===== src/rtl/rotate_tick_gen_pkg.sv =====
// Shared constants and helpers for the rotation tick generator.
// Direction encoding and a width function usable in parameter expressions.
package rotate_tick_gen_pkg;

    localparam logic DIR_FWD = 1'b0;
    localparam logic DIR_REV = 1'b1;

    // Minimum index width for n values; never returns less than 1.
    function automatic int unsigned clog2(input int unsigned n);
        int unsigned w;
        w = 0;
        while ((64'd1 << w) < 64'(n)) begin
            w = w + 1;
        end
        return (w == 0) ? 1 : w;
    endfunction

endpackage


===== src/rtl/rotate_pos_ctr.sv =====
// Rotating position index 0..POS_N-1 with direction select.
// Steps once per i_step; o_wrap pulses on the step that wraps the index.
module rotate_pos_ctr
    import rotate_tick_gen_pkg::*;
#(
    parameter int unsigned POS_N = 4,
    localparam int unsigned POS_W = clog2(POS_N)
) (
    input  logic             i_clk,
    input  logic             i_rst,
    input  logic             i_step,
    input  logic             i_dir,
    output logic [POS_W-1:0] o_pos,
    output logic             o_wrap
);

    localparam logic [POS_W-1:0] PosLast = POS_W'(POS_N - 1);

    logic [POS_W-1:0] r_pos;
    logic             r_wrap;
    logic [POS_W-1:0] w_pos_nxt;
    logic             w_wrap_nxt;

    always_comb begin
        w_pos_nxt  = r_pos;
        w_wrap_nxt = 1'b0;
        if (i_step) begin
            unique case (i_dir)
                DIR_FWD: begin
                    if (r_pos == PosLast) begin
                        w_pos_nxt  = '0;
                        w_wrap_nxt = 1'b1;
                    end else begin
                        w_pos_nxt = r_pos + POS_W'(1);
                    end
                end
                DIR_REV: begin
                    if (r_pos == '0) begin
                        w_pos_nxt  = PosLast;
                        w_wrap_nxt = 1'b1;
                    end else begin
                        w_pos_nxt = r_pos - POS_W'(1);
                    end
                end
                default: ;
            endcase
        end
    end

    always_ff @(posedge i_clk) begin
        if (!i_rst) begin
            r_pos  <= '0;
            r_wrap <= 1'b0;
        end else begin
            r_pos  <= w_pos_nxt;
            r_wrap <= w_wrap_nxt;
        end
    end

    assign o_pos  = r_pos;
    assign o_wrap = r_wrap;

endmodule


===== src/rtl/rotate_tick_gen.sv =====
// Programmable rate generator: tick enable, derived square wave and rotating index.
// A loaded divider value is held in a shadow and only applied at a period boundary.
module rotate_tick_gen
    import rotate_tick_gen_pkg::*;
#(
    parameter int unsigned      CNT_W     = 22,
    parameter logic [CNT_W-1:0] DIV_RESET = 22'h3FFFFF,
    parameter int unsigned      POS_N     = 4,
    localparam int unsigned     POS_W     = clog2(POS_N)
) (
    input  logic             i_clk,
    input  logic             i_rst,
    input  logic             i_en,
    input  logic             i_div_load,
    input  logic [CNT_W-1:0] i_div_val,
    input  logic             i_dir,
    output logic             o_tick,
    output logic             o_slow_clk,
    output logic [POS_W-1:0] o_pos,
    output logic             o_wrap,
    output logic             o_div_busy
);

    logic [CNT_W-1:0] r_count;
    logic [CNT_W-1:0] r_div;
    logic [CNT_W-1:0] r_shadow;
    logic             r_busy;
    logic             r_tick;
    logic             r_slow;

    logic [CNT_W-1:0] w_count_nxt;
    logic [CNT_W-1:0] w_div_nxt;
    logic [CNT_W-1:0] w_shadow_nxt;
    logic             w_busy_nxt;
    logic             w_slow_nxt;
    logic             w_terminal;

    // Divider only changes here, so the counter can never overshoot it.
    assign w_terminal = i_en && (r_count == r_div);

    always_comb begin
        w_count_nxt  = r_count;
        w_div_nxt    = r_div;
        w_shadow_nxt = r_shadow;
        w_busy_nxt   = r_busy;
        w_slow_nxt   = r_slow;
        if (w_terminal) begin
            w_count_nxt = '0;
            w_slow_nxt  = ~r_slow;
            if (i_div_load) begin
                w_div_nxt  = i_div_val;
                w_busy_nxt = 1'b0;
            end else if (r_busy) begin
                w_div_nxt  = r_shadow;
                w_busy_nxt = 1'b0;
            end
        end else begin
            if (i_en) begin
                w_count_nxt = r_count + CNT_W'(1);
            end
            if (i_div_load) begin
                w_shadow_nxt = i_div_val;
                w_busy_nxt   = 1'b1;
            end
        end
    end

    always_ff @(posedge i_clk) begin
        if (!i_rst) begin
            r_count  <= '0;
            r_div    <= DIV_RESET;
            r_shadow <= '0;
            r_busy   <= 1'b0;
            r_tick   <= 1'b0;
            r_slow   <= 1'b0;
        end else begin
            r_count  <= w_count_nxt;
            r_div    <= w_div_nxt;
            r_shadow <= w_shadow_nxt;
            r_busy   <= w_busy_nxt;
            r_tick   <= w_terminal;
            r_slow   <= w_slow_nxt;
        end
    end

    rotate_pos_ctr #(
        .POS_N (POS_N)
    ) u_pos_ctr (
        .i_clk  (i_clk),
        .i_rst  (i_rst),
        .i_step (w_terminal),
        .i_dir  (i_dir),
        .o_pos  (o_pos),
        .o_wrap (o_wrap)
    );

    assign o_tick     = r_tick;
    assign o_slow_clk = r_slow;
    assign o_div_busy = r_busy;

endmodule


===== config.mk =====
export PLATFORM = sky130hd
export DESIGN_NAME = rotate_tick_gen
export DESIGN_NICKNAME = d
export VERILOG_FILES = /design/src/rtl/rotate_tick_gen_pkg.sv /design/src/rtl/rotate_pos_ctr.sv /design/src/rtl/rotate_tick_gen.sv
export SDC_FILE = /design/constraint.sdc
export NUM_CORES = 1
export LEC_CHECK = 0
export ABC_AREA = 1
export BUFFER_PORTS_ARGS = -buffer_cell sky130_fd_sc_hd__buf_4
export CAP_MARGIN = 20
export CORE_AREA = 2 2 64 127
export DETAILED_ROUTE_END_ITERATION = 8
export DIE_AREA = 0 0 66 129
export HOLD_SLACK_MARGIN = 0.08
export PLACE_DENSITY = 0.7
export SKIP_CTS_REPAIR_TIMING = 1
export SLEW_MARGIN = 40
export SYNTH_ARGS = -nofsm -noshare
export SYNTH_HDL_FRONTEND = slang
export SYNTH_SLANG_ARGS = --single-unit
export TNS_END_PERCENT = 20

===== constraint.sdc =====
create_clock -name i_clk -period 3.8 [get_ports i_clk]
set_clock_uncertainty 0.05 [all_clocks]
set_input_delay 0.19 -clock i_clk [delete_from_list [all_inputs] [get_ports i_clk]]
set_output_delay 0.19 -clock i_clk [all_outputs]
set_load 0.01 [all_outputs]

=== After elaboration in Yosys (flattened, before gate mapping) ===
Index checks and enable logic that the tools add are counted.

* Register bits: 72
* Bits of input ports: 27
* Word-level logic and storage cells: 32
* Bits in latches: 0
* Bits in writable memories: 0
* Bits in read-only memories: 0
* Output and inout port bits: 6
* Memories: 0

* Multipliers: 0
* Bitwise logic cells: 4
* $add $sub $neg: 3
* Magnitude comparators: 0
* Div/mod/pow operators: 0
* Mux-type cells: 8
* Shifts and indexed selects: 0
* Equality and inequality tests: 2
* Reductions and logical operators: 7

{| class="wikitable"
|+ Operators by type and width
! kind !! number
|-
| 22-bit two-way mux || 2
|-
| 22-bit by 1-bit adder with 22-bit output, second input constant || 1
|-
| 22-bit == test || 1
|-
| 2-bit AND reduction || 3
|-
| 2-bit two-way mux || 2
|-
| 1-bit inverter || 4
|-
| 2-bit one-hot mux with 2 select lines || 1
|-
| 2-bit by 1-bit adder with 2-bit output, second input constant || 1
|-
| 2-bit == test, second input constant || 1
|-
| 2-bit logical NOT || 1
|-
| 1-bit two-way mux || 2
|-
| 1-bit one-hot mux with 2 select lines || 1
|-
| 2-bit nonzero test || 1
|-
| 2-bit OR reduction || 1
|-
| 2-bit by 1-bit subtractor with 2-bit output, second input constant || 1
|-
| 1-bit logical AND || 1
|}

=== Depth between registers and ports, before layout ===
* Depth in word-level cells: 4
* Gate-level depth with buffers: 12
* Depth with buffers taken out: 10

=== Modules after synthesis ===
From an unflattened synthesis, not the netlist that was laid out.

* Cell total of the unflattened synthesis: 556
* Area, all modules: 3777.4 um^2

{| class="wikitable"
|+ Modules (own cells, without submodules)
! module !! area an instance (um^2) !! sequential area each (um^2) !! instances !! cells an instance
|-
| rotate_tick_gen || 3608.5 || 1381.3 || 1 || 532
|-
| rotate_pos_ctr || 168.9 || 60.1 || 1 || 24
|}

=== Worst setup path before layout ===
No wires, ideal clock.

* Kind: flip-flop to flip-flop
* Start point: reg r_count[8]
* End point: reg r_shadow[10]
* Path slack: 2.301 ns
* Library setup time: 0.115 ns
* Cell stages (with the launch flop): 12
* Path buffers: 2
* Data arrival time: 1.334 ns
* Data required time: 3.635 ns
* Period minus slack after synthesis: 1.499 ns
* Path through: dfxtp_1 -> buf_2 -> inv_2 -> nand2_1 -> nand2_1 -> nor2_1 -> nand2_1 -> nor2_2 -> nand3_4 -> buf_2 -> a21oi_1 -> nor2_1

* Cells in the longest elaborated chain, start to end: 4

{| class="wikitable"
|+ RTL lines
! item !! RTL line !! source
|-
| start: declaration || rotate_tick_gen.sv:24 || <nowiki>logic [CNT_W-1:0] r_count;</nowiki>
|-
| start signal: assignment || rotate_tick_gen.sv:77 || <nowiki>r_count <= w_count_nxt;</nowiki>
|-
| 22-bit == test || rotate_tick_gen.sv:39 || <nowiki>assign w_terminal = i_en && (r_count == r_div);</nowiki>
|-
| 1-bit logical AND || rotate_tick_gen.sv:39 ||
|-
| 1-bit inverter (no line) || n/a ||
|-
| 2-bit AND reduction (no line) || n/a ||
|-
| end signal: assignment || rotate_tick_gen.sv:79 || <nowiki>r_shadow <= w_shadow_nxt;</nowiki>
|-
| end: declaration || rotate_tick_gen.sv:26 || <nowiki>logic [CNT_W-1:0] r_shadow;</nowiki>
|}

Every way passes these cells.
A chain may end at the register's enable or synchronous reset.

=== Worst setup path after layout ===
* Start point: reg r_count[17]
* End point: reg r_slow (netlist: o_slow_clk)

* Cells in the longest elaborated chain, start to end: 2

{| class="wikitable"
|+ RTL lines
! item !! RTL line !! source
|-
| 22-bit == test || rotate_tick_gen.sv:39 ||
|-
| 1-bit logical AND || rotate_tick_gen.sv:39 ||
|-
| end signal: assignment || rotate_tick_gen.sv:82 || <nowiki>r_slow <= w_slow_nxt;</nowiki>
|-
| end: declaration || rotate_tick_gen.sv:29 || <nowiki>logic r_slow;</nowiki>
|}

Every way passes these cells.

==> results.json <==
{
  "status": "complete, no violations",
  "dr_total_vias": 3832,
  "rsz0062_at_grt": "false",
  "avgSynthCellArea_um2": 6.21,
  "drive_above_1_share_pct": 10.6,
  "totalWireLength_mm": 9.37,
  "ys_warn_count": 0,
  "grt_pass1_wl_mm": 15.5,
  "register_area_mm2": 0.00144,
  "fp.dieW_um": 66,
  "first_global_vias": 3497,
  "timing_hold_violations_final": 0,
  "hp-class": "input port to flip-flop",
  "path_clk_slew_ns": 0.06,
  "critPathMaxFanout": 46,
  "worstSetupPathType": "flip-flop to flip-flop",
  "insertion_delay_ns": 0.34,
  "timing.final.crit_period_ns": 2.42,
  "drcViolationCount": 0,
  "dr.pass1.iters": 4,
  "synth_seq_cells": 72,
  "final_common_cell": "nand2_1",
  "slew_viol_final": 0,
  "dp.final_hpwl_mm": 6.91,
  "diodes": 0,
  "drtIter0Drc": 189,
  "portBuffers": 32,
  "initial_core_util_pct": 51.6,
  "p_per_area_mw_per_mm2": 387,
  "holdPathEnd": "u_pos_ctr.o_wrap$_SDFF_PN0_",
  "regToRegStartpoint": "r_count[17]$_SDFFE_PP0P_",
  "reg2reg_depth": 9,
  "nets": 674,
  "min_from": "i_dir",
  "critPathLaunchType": "flip-flop",
  "antenna_found_initial": 0,
  "tns_ns": 0,
  "rows": 45,
  "utilization_pct": 58.8,
  "grt_max_degree": 48,
  "min_period_over_period_pct": 63.8,
  "netlist_instances": 626,
  "die_h_um": 129,
  "cp.arrival_ns": 2.57,
  "pin_count": 33,
  "multi_input_area_mm2": 0.00201,
  "clockBufferDepth": 2,
  "cts_sinks": 72,
  "nFillCells": 784,
  "crit_path_end_kind": "flip-flop",
  "yosysSeqAreaShare_pct": 37.1,
  "dieArea_mm2": 0.00851,
  "most-common-layout-cells": "190 x nand2_1, 84 x nand3_1, 72 x inv_1, 72 x dfxtp_1, 71 x nor2_1",
  "worstHoldPathCells": 3,
  "area.growth.synth_to_final_pct": 14.1,
  "gr-total-overflow": 0,
  "holdWs_ns": 0.114,
  "irDropWorstVdd_mv": 0.351,
  "p_leak_nw": 2.20,
  "wire_per_inst_um": 12.6,
  "postSynthNetCount": 656,
  "finalSetupViolations": 0,
  "drv_cap": 0,
  "max_freq_mhz": 412,
  "viasPerCell": 5.16,
  "gp_congestion": 0.891,
  "drtAntennaViolNets": 0,
  "core-area_mm2": 0.00754,
  "synth_cell_types": 24,
  "timing.rr.end": "o_slow_clk$_SDFFE_PN0P_",
  "cts_tree": "yes",
  "grt.total_usage_pct": 23.7,
  "worst_pin_slew_ns": 0.622,
  "slew_headroom_pct": 58.5,
  "netlist_area_mm2": 0.00389,
  "ff2ff_setup_slack_ns": 1.38,
  "htree_levels": 3,
  "cts_root_buffer": "clkbuf_16",
  "cts_buffers": 9,
  "crit_required_ns": 3.94
}
==> metal layers <==
layer / share of wire [%] / track usage [%]
met1: 41 / 25.9
met2: 51 / 42.4
met3: 3.4 / 4.28
met4: 3.9 / 12.6
met5: 0 / 0
==> synth_stat cells (all sizes together) <==
cell | n | area share [%]
nand2 | 191 | 18
nand3 | 85 | 11
inv | 83 | 8.0
nor2 | 75 | 7.5
dfxtp | 72 | 37
a21oi | 32 | 4.1
o21ai | 25 | 3.2
buf | 16 | 2.1
xor2 | 13 | 2.9
clkbuf | 12 | 1.2
nand4 | 7 | 1.1
nor3 | 7 | 0.90
ha | 3 | 0.97
xnor2 | 2 | 0.45
mux2i | 1 | 0.26
nor3b | 1 | 0.32
o21a | 1 | 0.19
==> cell type report <==
| type | instances | share of cell area [%] |
|---|---|---|
| clock inverters | 4 | 0.592 |
| multi-input cells | 443 | 45.3 |
| clock buffers | 12 | 6.01 |
| inverters | 83 | 7.02 |
| well taps | 94 | 2.65 |
| repair buffers | 35 | 5.92 |
| flip-flops and latches | 72 | 32.5 |
==> registers in the layout, indices dropped and copies added (netlist names) <==
signal / flops
r_div: 22
o_div_busy: 1
o_slow_clk: 1
u_pos_ctr.o_pos: 2
o_tick: 1
r_shadow: 22
u_pos_ctr.o_wrap: 1
r_count: 22
==> how the worst max path moves through the flow <==
stage	depth (start not counted)	startpoint	endpoint
6_report	9	r_count[17]$_SDFFE_PP0P_	o_slow_clk$_SDFFE_PN0P_
5_1_grt	9	r_count[15]$_SDFFE_PP0P_	o_slow_clk$_SDFFE_PN0P_
4_1_cts	9	r_count[17]$_SDFFE_PP0P_	o_slow_clk$_SDFFE_PN0P_
3_5_place_dp	9	r_count[17]$_SDFFE_PP0P_	o_slow_clk$_SDFFE_PN0P_
3_3_place_gp	9	r_count[17]$_SDFFE_PP0P_	o_slow_clk$_SDFFE_PN0P_
2_1_floorplan	11	r_count[8]$_SDFFE_PP0P_	r_shadow[10]$_SDFFE_PN0P_
==> power breakdown <==
| part | internal (mW) | total (mW) | switching (mW) |
|---|---|---|---|
| Combinational | 0.0462 | 0.114 | 0.0679 |
| Sequential | 0.774 | 0.784 | 0.0104 |
| Clock | 0.495 | 0.821 | 0.326 |
| Total | 1.32 | 1.72 | 0.404 |
==> logic make-up (layout without fill, tap and decap cells) <==
group | after synthesis | count (layout) | synth area share [%]
buffers and inverters | 111 | 134 | 11.2
AND/OR/NAND/NOR | 366 | 366 | 39.6
flip-flops | 72 | 72 | 37.1
adder cells (fa/ha/maj) | 3 | 3 | 0.965
AO/OA/AOI/OAI | 58 | 58 | 7.53
XOR/XNOR | 15 | 15 | 3.38
multiplexers | 1 | 1 | 0.257
==> critical path, stage by stage (launching register included) <==
cell     delay (ns)
dfxtp_1        0.36
inv_1          0.10
nand2_1        0.16
nand2_1        0.07
nor2_1         0.09
nand2_1        0.07
nor2_2         0.17
nand3_4        0.43
nand2_2        0.62
mux2i_1        0.15
==> stage by stage <==
step | total power [mW] | area [µm²] | std cells | setup WS [ns]
2_1_floorplan | 0.878 | 3890 | 626 | 2.30
3_3_place_gp | 0.911 | 4150 | 727 | 1.47
3_5_place_dp | 0.915 | 4150 | 727 | 1.37
4_1_cts | 1.73 | 4440 | 743 | 1.37
5_1_grt | 1.78 | 4440 | 743 | 1.14
6_report | 1.72 | 4440 | 743 | 1.38
(Power assumes the default switching activity.)
